<file path="src/rtl/agu_nrf_wr_sched_if.sv">
// Write-port bundle between the AGU writers and the N register file scheduler.
// Carries no state and adds no latency; it only groups the A/B/M requests and the scheduler outputs.
// m_ready is the only backpressure signal; A and B are never stalled.
// Ports: flush; A/B/M requests (valid/addr/data); m_ready; port 1/2 write strobe, address and data; busy; collide.
interface agu_nrf_wr_sched_if;
    logic        flush;
    logic        a_valid;
    logic [1:0]  a_addr;
    logic [15:0] a_data;
    logic        b_valid;
    logic [1:0]  b_addr;
    logic [15:0] b_data;
    logic        m_valid;
    logic        m_ready;
    logic [1:0]  m_addr;
    logic [15:0] m_data;
    logic        write1;
    logic [1:0]  waddr1;
    logic [15:0] in1;
    logic        write2;
    logic [1:0]  waddr2;
    logic [15:0] in2;
    logic [3:0]  busy;
    logic        collide;

    // master: the writers / register file side
    modport master (
        output flush, a_valid, a_addr, a_data, b_valid, b_addr, b_data,
               m_valid, m_addr, m_data,
        input  m_ready, write1, waddr1, in1, write2, waddr2, in2, busy, collide
    );

    // slave: the scheduler
    modport slave (
        input  flush, a_valid, a_addr, a_data, b_valid, b_addr, b_data,
               m_valid, m_addr, m_data,
        output m_ready, write1, waddr1, in1, write2, waddr2, in2, busy, collide
    );
endinterface

</file>
<file path="src/rtl/agu_nrf_wr_sched.sv">
// Merges AGU units A/B and the queued move path M onto the two registered N-file write ports.
// Latency: A/B strobe one cycle after request; M strobe two or more cycles after acceptance.
// Backpressure: only M, via m_ready = FIFO not full; A and B are always accepted.
// Ports: Clk, Reset_n (async, active low), bus (slave modport: requests in, write ports/busy/collide out).
module agu_nrf_wr_sched #(
    parameter int DEPTH = 2
) (
    input  logic               Clk,
    input  logic               Reset_n,
    agu_nrf_wr_sched_if.slave  bus
);
    localparam int AW = $clog2(DEPTH);

    // FIFO storage; fifo_vld marks an occupied entry that has not been superseded
    logic [1:0]       fifo_addr [DEPTH];
    logic [15:0]      fifo_data [DEPTH];
    logic [DEPTH-1:0] fifo_vld, vld_nxt, kill;
    logic [AW:0]      wr_ptr, rd_ptr;
    logic [AW-1:0]    head, wr_idx;
    logic             empty, full, head_live, take_head, pop, push;
    logic             coll, b_eff, ab_both;

    logic             p1_vld, p2_vld;
    logic [1:0]       p1_addr, p2_addr;
    logic [15:0]      p1_data, p2_data;

    logic             write1_q, write2_q, collide_q;
    logic [1:0]       waddr1_q, waddr2_q;
    logic [15:0]      in1_q, in2_q;
    logic [3:0]       busy_c;

    assign head   = rd_ptr[AW-1:0];
    assign wr_idx = wr_ptr[AW-1:0];
    assign empty  = (wr_ptr == rd_ptr);
    assign full   = (wr_ptr[AW] != rd_ptr[AW]) && (wr_idx == head);

    assign coll    = bus.a_valid && bus.b_valid && (bus.a_addr == bus.b_addr);
    assign b_eff   = bus.b_valid && !coll;
    assign ab_both = bus.a_valid && b_eff;

    // Queued moves are older than this cycle's AGU updates: any matching entry is superseded.
    always_comb begin
        kill = '0;
        for (int i = 0; i < DEPTH; i++) begin
            if (fifo_vld[i] &&
                ((bus.a_valid && fifo_addr[i] == bus.a_addr) ||
                 (bus.b_valid && fifo_addr[i] == bus.b_addr)))
                kill[i] = 1'b1;
        end
    end

    // A flush discards the head too, so nothing drains in the flush cycle.
    assign head_live = !empty && !bus.flush && fifo_vld[head] && !kill[head];

    always_comb begin
        p1_vld    = 1'b0;
        p1_addr   = '0;
        p1_data   = '0;
        p2_vld    = 1'b0;
        p2_addr   = '0;
        p2_data   = '0;
        take_head = 1'b0;
        if (bus.a_valid) begin
            p1_vld  = 1'b1;
            p1_addr = bus.a_addr;
            p1_data = bus.a_data;
        end else if (bus.b_valid) begin
            p1_vld  = 1'b1;
            p1_addr = bus.b_addr;
            p1_data = bus.b_data;
        end else if (head_live) begin
            p1_vld    = 1'b1;
            p1_addr   = fifo_addr[head];
            p1_data   = fifo_data[head];
            take_head = 1'b1;
        end
        if (ab_both) begin
            p2_vld  = 1'b1;
            p2_addr = bus.b_addr;
            p2_data = bus.b_data;
        end else if (head_live && !take_head) begin
            p2_vld    = 1'b1;
            p2_addr   = fifo_addr[head];
            p2_data   = fifo_data[head];
            take_head = 1'b1;
        end
    end

    // Superseded or marked heads pop without a port; each pop uses the single per-cycle drain.
    assign pop  = !empty && !bus.flush && (take_head || !fifo_vld[head] || kill[head]);
    assign push = bus.m_valid && !full && !bus.flush;

    always_comb begin
        vld_nxt = fifo_vld & ~kill;
        if (pop)
            vld_nxt[head] = 1'b0;
        // push only happens when not full, so wr_idx never aliases a live entry
        if (push)
            vld_nxt[wr_idx] = 1'b1;
        if (bus.flush)
            vld_nxt = '0;
    end

    always_ff @(posedge Clk or negedge Reset_n) begin
        if (!Reset_n) begin
            wr_ptr    <= '0;
            rd_ptr    <= '0;
            fifo_vld  <= '0;
            write1_q  <= 1'b0;
            waddr1_q  <= '0;
            in1_q     <= '0;
            write2_q  <= 1'b0;
            waddr2_q  <= '0;
            in2_q     <= '0;
            collide_q <= 1'b0;
        end else begin
            write1_q  <= p1_vld;
            waddr1_q  <= p1_addr;
            in1_q     <= p1_data;
            write2_q  <= p2_vld;
            waddr2_q  <= p2_addr;
            in2_q     <= p2_data;
            collide_q <= coll;
            fifo_vld  <= vld_nxt;
            if (bus.flush) begin
                wr_ptr <= '0;
                rd_ptr <= '0;
            end else begin
                if (pop)
                    rd_ptr <= rd_ptr + 1'b1;
                if (push)
                    wr_ptr <= wr_ptr + 1'b1;
            end
        end
    end

    // Payload needs no reset: fifo_vld gates every use.
    always_ff @(posedge Clk) begin
        if (push) begin
            fifo_addr[wr_idx] <= bus.m_addr;
            fifo_data[wr_idx] <= bus.m_data;
        end
    end

    always_comb begin
        busy_c = '0;
        for (int i = 0; i < DEPTH; i++) begin
            if (fifo_vld[i])
                busy_c[fifo_addr[i]] = 1'b1;
        end
        if (write1_q)
            busy_c[waddr1_q] = 1'b1;
        if (write2_q)
            busy_c[waddr2_q] = 1'b1;
    end

    assign bus.m_ready = !full;
    assign bus.write1  = write1_q;
    assign bus.waddr1  = waddr1_q;
    assign bus.in1     = in1_q;
    assign bus.write2  = write2_q;
    assign bus.waddr2  = waddr2_q;
    assign bus.in2     = in2_q;
    assign bus.busy    = busy_c;
    assign bus.collide = collide_q;
endmodule

</file>
<file path="src/flat_wrapper.sv">
// flat-port wrapper written by rule: the top's interface ports become plain ports
module agu_nrf_wr_sched_flat 
#(
    parameter int DEPTH = 2
)
  (Clk, Reset_n, bus_flush, bus_a_valid, bus_a_addr, bus_a_data, bus_b_valid, bus_b_addr, bus_b_data, bus_m_valid, bus_m_addr, bus_m_data, bus_m_ready, bus_write1, bus_waddr1, bus_in1, bus_write2, bus_waddr2, bus_in2, bus_busy, bus_collide);
  agu_nrf_wr_sched_if bus_i ();
  input  logic Clk;
  input  logic Reset_n;
  input wire logic [$bits(bus_i.flush)-1:0] bus_flush;
  input wire logic [$bits(bus_i.a_valid)-1:0] bus_a_valid;
  input wire logic [$bits(bus_i.a_addr)-1:0] bus_a_addr;
  input wire logic [$bits(bus_i.a_data)-1:0] bus_a_data;
  input wire logic [$bits(bus_i.b_valid)-1:0] bus_b_valid;
  input wire logic [$bits(bus_i.b_addr)-1:0] bus_b_addr;
  input wire logic [$bits(bus_i.b_data)-1:0] bus_b_data;
  input wire logic [$bits(bus_i.m_valid)-1:0] bus_m_valid;
  input wire logic [$bits(bus_i.m_addr)-1:0] bus_m_addr;
  input wire logic [$bits(bus_i.m_data)-1:0] bus_m_data;
  output wire logic [$bits(bus_i.m_ready)-1:0] bus_m_ready;
  output wire logic [$bits(bus_i.write1)-1:0] bus_write1;
  output wire logic [$bits(bus_i.waddr1)-1:0] bus_waddr1;
  output wire logic [$bits(bus_i.in1)-1:0] bus_in1;
  output wire logic [$bits(bus_i.write2)-1:0] bus_write2;
  output wire logic [$bits(bus_i.waddr2)-1:0] bus_waddr2;
  output wire logic [$bits(bus_i.in2)-1:0] bus_in2;
  output wire logic [$bits(bus_i.busy)-1:0] bus_busy;
  output wire logic [$bits(bus_i.collide)-1:0] bus_collide;
  assign bus_i.flush = bus_flush;
  assign bus_i.a_valid = bus_a_valid;
  assign bus_i.a_addr = bus_a_addr;
  assign bus_i.a_data = bus_a_data;
  assign bus_i.b_valid = bus_b_valid;
  assign bus_i.b_addr = bus_b_addr;
  assign bus_i.b_data = bus_b_data;
  assign bus_i.m_valid = bus_m_valid;
  assign bus_i.m_addr = bus_m_addr;
  assign bus_i.m_data = bus_m_data;
  assign bus_m_ready = bus_i.m_ready;
  assign bus_write1 = bus_i.write1;
  assign bus_waddr1 = bus_i.waddr1;
  assign bus_in1 = bus_i.in1;
  assign bus_write2 = bus_i.write2;
  assign bus_waddr2 = bus_i.waddr2;
  assign bus_in2 = bus_i.in2;
  assign bus_busy = bus_i.busy;
  assign bus_collide = bus_i.collide;
  agu_nrf_wr_sched #(.DEPTH(DEPTH)) u_core (.Clk(Clk), .Reset_n(Reset_n), .bus(bus_i));
endmodule
</file>
<file path="config.mk">
export PLATFORM = sky130hd
export DESIGN_NAME = agu_nrf_wr_sched_flat
export DESIGN_NICKNAME = d
export VERILOG_FILES = /design/src/rtl/agu_nrf_wr_sched_if.sv /design/src/rtl/agu_nrf_wr_sched.sv /design/src/flat_wrapper.sv
export SDC_FILE = /design/constraint.sdc
export NUM_CORES = 1
export LEC_CHECK = 0
export BUFFER_PORTS_ARGS = -buffer_cell sky130_fd_sc_hd__buf_2
export CORE_MARGIN = 2
export CORE_UTILIZATION = 25
export CTS_CLUSTER_SIZE = 20
export DETAILED_ROUTE_END_ITERATION = 8
export GPL_TIMING_DRIVEN = 0
export PLACE_DENSITY_LB_ADDON = 0.2
export SKIP_CTS_REPAIR_TIMING = 1
export SLEW_MARGIN = 0
export SYNTH_ARGS = -nofsm -noshare
export SYNTH_HDL_FRONTEND = slang
export SYNTH_SLANG_ARGS = --single-unit
</file>
<file path="constraint.sdc">
create_clock -name Clk -period 2.73 [get_ports Clk]
set_input_delay 0.1365 -clock Clk [delete_from_list [all_inputs] [get_ports Clk]]
set_output_delay 0.1365 -clock Clk [all_outputs]
set_load 0.01 [all_outputs]
</file>
# ---- After elaboration in Yosys (flattened, before gate mapping)
# Memories as Yosys holds them, arrays and structs flattened.
# Index checks and enable logic that the tools add are counted.
dict set report classes {
  n_shift 0
  add_sub_neg 2
  n_bitwise 8
  div 0
  reduce_logical 37
  eq_ne 8
  mux 50
  n_mul 0
  magnitude_cmp 12
}
# cell n
set ops {}
lappend ops {{2-to-1 mux 16 bit} 5}
lappend ops {{logical AND 1 bit} 24}
lappend ops {{2-to-1 mux 2 bit} 12}
lappend ops {{2-to-1 mux 1 bit} 23}
lappend ops {{2-to-1 mux 4 bit} 4}
lappend ops {{equality test 2 bit} 6}
lappend ops {{< comparator 2 x 3 -> 1 bit (second input constant)} 4}
lappend ops {{bitwise OR 4 bit} 3}
lappend ops {{demux 1 bit (select 2 bit)} 4}
lappend ops {{greater-or-equal comparator 2 x 1 -> 1 bit (second input constant)} 4}
lappend ops {{logical NOT 1 bit} 7}
lappend ops {{adder 2 x 1 -> 2 bit (second input constant)} 2}
lappend ops {{bitwise AND 2 bit} 2}
lappend ops {{logical OR 1 bit} 4}
lappend ops {{< comparator 1 x 2 -> 1 bit (second input constant)} 2}
lappend ops {{inverter 2 bit} 2}
lappend ops {{nonzero test 2 bit} 2}
lappend ops {{demux 1 bit (select 1 bit)} 2}
lappend ops {{greater-or-equal comparator 1 bit (second input constant)} 2}
lappend ops {{bitwise OR 2 bit} 1}
lappend ops {{equality test 1 bit} 1}
lappend ops {{inequality test 1 bit} 1}
dict set report totals {
  ff_bits 45
  wordCells 129
  mem_count 2
  romBits 0
  latch_bits 0
  ramBits 36
}
# memory words width read_ports rd_clocked_by_memory_dff write_ports line_no
set memory_table {}
lappend memory_table {u_core.fifo_data 2 16 1 0 1 agu_nrf_wr_sched.sv:16} ;# logic [15:0] fifo_data [DEPTH];
lappend memory_table {u_core.fifo_addr 2 2 3 0 1 agu_nrf_wr_sched.sv:15} ;# logic [1:0] fifo_addr [DEPTH];

# ---- Depth between registers and ports, before layout
dict set report logic_depth {
  word_depth 23
  mapped_depth 8
}

# ---- Least setup slack after synthesis
# Ideal clock, no wire load.
dict set report synth_timing {
  kind {reg-to-reg}
  from {reg u_core.rd_ptr[1]}
  to {mem u_core.fifo_addr[1][0], enable pin}
  slack_ps 200
  path_stages_with_launch 5
  period_less_slack_ps 2530
  arrival_time_ps 2114
  t_required_ps 2314
  cell_sequence {dfrtp_1 > xor2_1 > nand2_1 > nand2_1 > nor3_1}
}
dict set report synth_via {
  elab_chain_len 7
}
# item line_no
set synth_lines {}
lappend synth_lines {{from (decl)} agu_nrf_wr_sched.sv:18} ;# logic [AW:0] wr_ptr, rd_ptr;
lappend synth_lines {{from (signal assigned)} agu_nrf_wr_sched.sv:130} ;# rd_ptr <= rd_ptr + 1'b1;
lappend synth_lines {{inequality test 1 bit} agu_nrf_wr_sched.sv:35} ;# assign full = (wr_ptr[AW] != rd_ptr[AW]) && (wr_idx == head);
lappend synth_lines {{logical AND 1 bit} agu_nrf_wr_sched.sv:35}
lappend synth_lines {{logical NOT 1 bit} -}
lappend synth_lines {{net bus_m_ready} flat_wrapper.sv:20} ;# output wire logic [$bits(bus_i.m_ready)-1:0] bus_m_ready;
lappend synth_lines {{logical AND 1 bit (2 in series)} agu_nrf_wr_sched.sv:91} ;# assign push = bus.m_valid && !full && !bus.flush;
lappend synth_lines {{2-to-1 mux 1 bit} agu_nrf_wr_sched.sv:139} ;# if (push) begin
lappend synth_lines {{2-to-1 mux 1 bit (not written as such)} agu_nrf_wr_sched.sv:140} ;# fifo_addr[wr_idx] <= bus.m_addr;
lappend synth_lines {{to (decl)} agu_nrf_wr_sched.sv:15}
# The timed path passes the listed nets, and every way through them passes these cells.

# ---- Worst setup path in the final report
dict set report layout_timing {
  from {reg u_core.wr_ptr[0]}
  to {mem u_core.fifo_data[0][14], enable pin}
}
dict set report layout_via {
  elab_chain_len 7
}
# item line_no
set layout_lines {}
lappend layout_lines {{from (decl)} agu_nrf_wr_sched.sv:18}
lappend layout_lines {{from (signal assigned)} agu_nrf_wr_sched.sv:132} ;# wr_ptr <= wr_ptr + 1'b1;
lappend layout_lines {{equality test 1 bit} agu_nrf_wr_sched.sv:35}
lappend layout_lines {{logical AND 1 bit} agu_nrf_wr_sched.sv:35}
lappend layout_lines {{logical NOT 1 bit} agu_nrf_wr_sched.sv:91}
lappend layout_lines {{logical AND 1 bit (2 in series)} agu_nrf_wr_sched.sv:91}
lappend layout_lines {{2-to-1 mux 1 bit} agu_nrf_wr_sched.sv:139}
lappend layout_lines {{2-to-1 mux 1 bit (not written as such)} agu_nrf_wr_sched.sv:141} ;# fifo_data[wr_idx] <= bus.m_data;
lappend layout_lines {{to (decl)} agu_nrf_wr_sched.sv:16}
# Several ways; a longest one is shown, not always the timed one.

==> results.ini <==
[route]
via_count=2717
final_antenna_net_count=0
wirelength_um=10200
wl_per_cell_um=17.3
vias_per_cell=4.63
drt_iter0_drc=105
drt-pass1-iter-count=4
drc=0

[pwr]
total_power_uw=3200
comb_power_share_pct=18.9
p_sw_uw=874
vdd_ir_drop_max_mv=0.256
pwr-share-seq_pct=44.7
power_leakage_uw=0.00197
power_report.internal_total_uw=2330
power_density_nw_per_um2=687
clkPwrFrac_pct=36.4
swShare_pct=27.3

[finish]
final_area_um2=4660
final_cell_mix=108 x buf_2, 45 x dfrtp_1, 36 x edfxtp_1, 29 x nand2_1
drive_gt1_share_pct=32.9
layout_commonest_cell=buf_2
final_nets=462
num_antenna_cells=0
fin_cells=587
syn_to_final_growth_pct=33.2

[logic_synthesis]
synth_top_area_share_pct=32.2
synthXorXnorAreaFrac_pct=3.75
async_flop_share_pct=55.6
synth_edf_count=36
synth.net_count=337
postSynthAreaPerCell_um2=12.6
synth_fa_ha_area_share_pct=0
yosys_warnings=0
synth.area.top_cells=dfrtp_1 32%, edfxtp_1 31%, mux2i_1 5.1%, o41ai_1 4.5%, o31ai_1 3.9%
synth_top_family_by_area=compound AO/OA/AOI/OAI gates
ys_seq_area_share_pct=63.0
syn-instance-count=277
synthSimpleGateAreaFrac_pct=7.97
synthFlopType=dfrtp_1
synth-seq-cells=81
synthMuxAreaShare_pct=5.15
yosysUniqueCellTypes=35
syn_area_um2=3500
synth_top_area_cell=dfrtp_1
synth_compound_area_share_pct=15.9

[floorplan]
die_h_um=122
die_area_um2=15000
placementRows=43
initial_core_util_pct=25.4
io_pins=104
core_um2=13800
die_w_um=122

[placed_design]
portBuffers=101
gp_congestion=0.800
place_hpwl_um=7170
dp.cells=560
dpl-instance-area_um2=4260

[global_routing]
overflow=0
track_usage_pct=13.8
antenna_found_initial=0
grt_max_degree=46
grt_pass1_wl_um=15200
grt_pass1_vias=2733

[timing]
max_slew_margin_pct=25.3
hold_viol=4
max_freq_mhz=440
tightest_slew_ns=1.12
period_minus_slack_ns=2.27
skew_ns=0.00690
fin_crit_sh_pct=83.2
rsz0062_at_grt=no
whs_ns=-0.00678
setup_viol=0
slew_violations=0

[worst_setup_path]
critical_path_class=flip-flop to flip-flop
r2r-start=u_core.wr_ptr[0]
startpoint=u_core.wr_ptr[0]
arrival_ns=2.31
crit_path_start_kind=flip-flop
rrSetupSlack_ns=0.46
cp_max_fo=10
worstReg2RegEnd=u_core.fifo_data[0][14]
cp_data_required_time_ns=2.77
end_kind=flip-flop
reg2reg_depth=5

[cts]
clk_pin_slew_ns=0.06
clockRootBuffer=clkbuf_16
cts.sinks=81
h-tree-depth=3
cts_buffers=9
clk_latency_ns=0.34
ctsLongestPathBuffers=2
tritoncts=yes

[outcome]
status=complete, but fails checks
violations=hold timing

[job]
cap_violations=0

[min_path]
hold_start=bus_m_data[10]
hold_depth=1
hold_path_class=primary input to flip-flop
holdPathEnd=u_core.fifo_data[0][10]

## registers in the layout, summed over array words and instances, names as in the netlist, 2 cells and up
signal / count
u_core.bus.in2: 16
u_core.bus.waddr1: 2
u_core.bus.in1: 16
u_core.fifo_addr: 4
u_core.rd_ptr: 2
u_core.fifo_data: 32
u_core.fifo_vld: 2
u_core.wr_ptr: 2
u_core.bus.waddr2: 2
## synthesized netlist by cell type (2+ instances only)
master    instances
dfrtp_1          45
edfxtp_1         36
nand2_1          29
mux2i_1          18
o31ai_1          18
o41ai_1          18
a22oi_1          16
xnor2_1          13
clkbuf_1         11
nor2_1           11
nand3_1           8
buf_2             7
a21oi_1           5
a31oi_1           5
inv_1             5
buf_6             4
nor2b_1           3
o21ai_0           3
and3b_1           2
buf_1             2
nor3_1            2
o22a_1            2
xor2_1            2
## power by group through the flow
stage	logic, µW	clock network [µW]	registers (µW)
floorplan	336	0	1470
global placement	582	0	1450
detailed placement	598	0	1450
CTS	601	1200	1430
global route	667	1230	1440
finish	605	1170	1430
## worst max-delay path, cell delays in order, from the launching register on
cell     delay [ns]
dfrtp_1        0.47
xnor2_1        0.16
nand2_1        0.11
nand2_1        0.15
nor3_2         0.83
buf_6          0.27
## worst max-delay path by stage
stage | endpoint | slack [ns] | cells after the start
after floorplan | u_core.fifo_addr[1][0] | 0.20 | 4
after global placement | u_core.fifo_data[0][7] | -0.99 | 4
after detailed placement | u_core.fifo_data[1][7] | 0.50 | 5
after CTS | u_core.fifo_data[0][14] | 0.46 | 5
after global routing | u_core.fifo_data[0][12] | 0.25 | 5
final | u_core.fifo_data[0][14] | 0.46 | 5
## per-layer routing
metal	global-route usage (%)	up-vias	wire length, µm
met1	18.8	1319	4710
li1	-	1297	-
met5	0	-	0
met3	2.79	12	598
met4	5.82	0	189
met2	21.4	89	4650
## final cells by class
type | instances | area (µm²)
flip-flops and latches | 81 | 2210
plain buffers | 24 | 129
clock inverters | 6 | 58.8
repair buffers | 114 | 638
inverters | 5 | 18.8
multi-input cells | 167 | 1160
well taps | 180 | 225
clock buffers | 10 | 229
fillers | 1447 | 9110
## logic make-up (layout without fill, tap and decap cells)
kind of cell              count (synthesis)  count (layout)
xor gates and xnor gates                 15              15
buffers and inverters                    29             159
and+or+nand+nor                          61              61
AOI/OAI and AO/OA                        73              73
muxes                                    18              18
DFF                                      81              81
## metrics by stage
stage               TNS [ns]  worst slack (ns)  utilization [%]  hold slack, ns
floorplan                  0             0.200                -          -0.159
detailed placement         0             0.495             31.0           0.328
finish                     0             0.459             33.8        -0.00678
CTS                        0             0.456             33.0         -0.0188
global route               0             0.248             33.8        0.000852
global placement      -34.63            -0.989             30.7           0.326
Power figures use the tool's default switching activity.
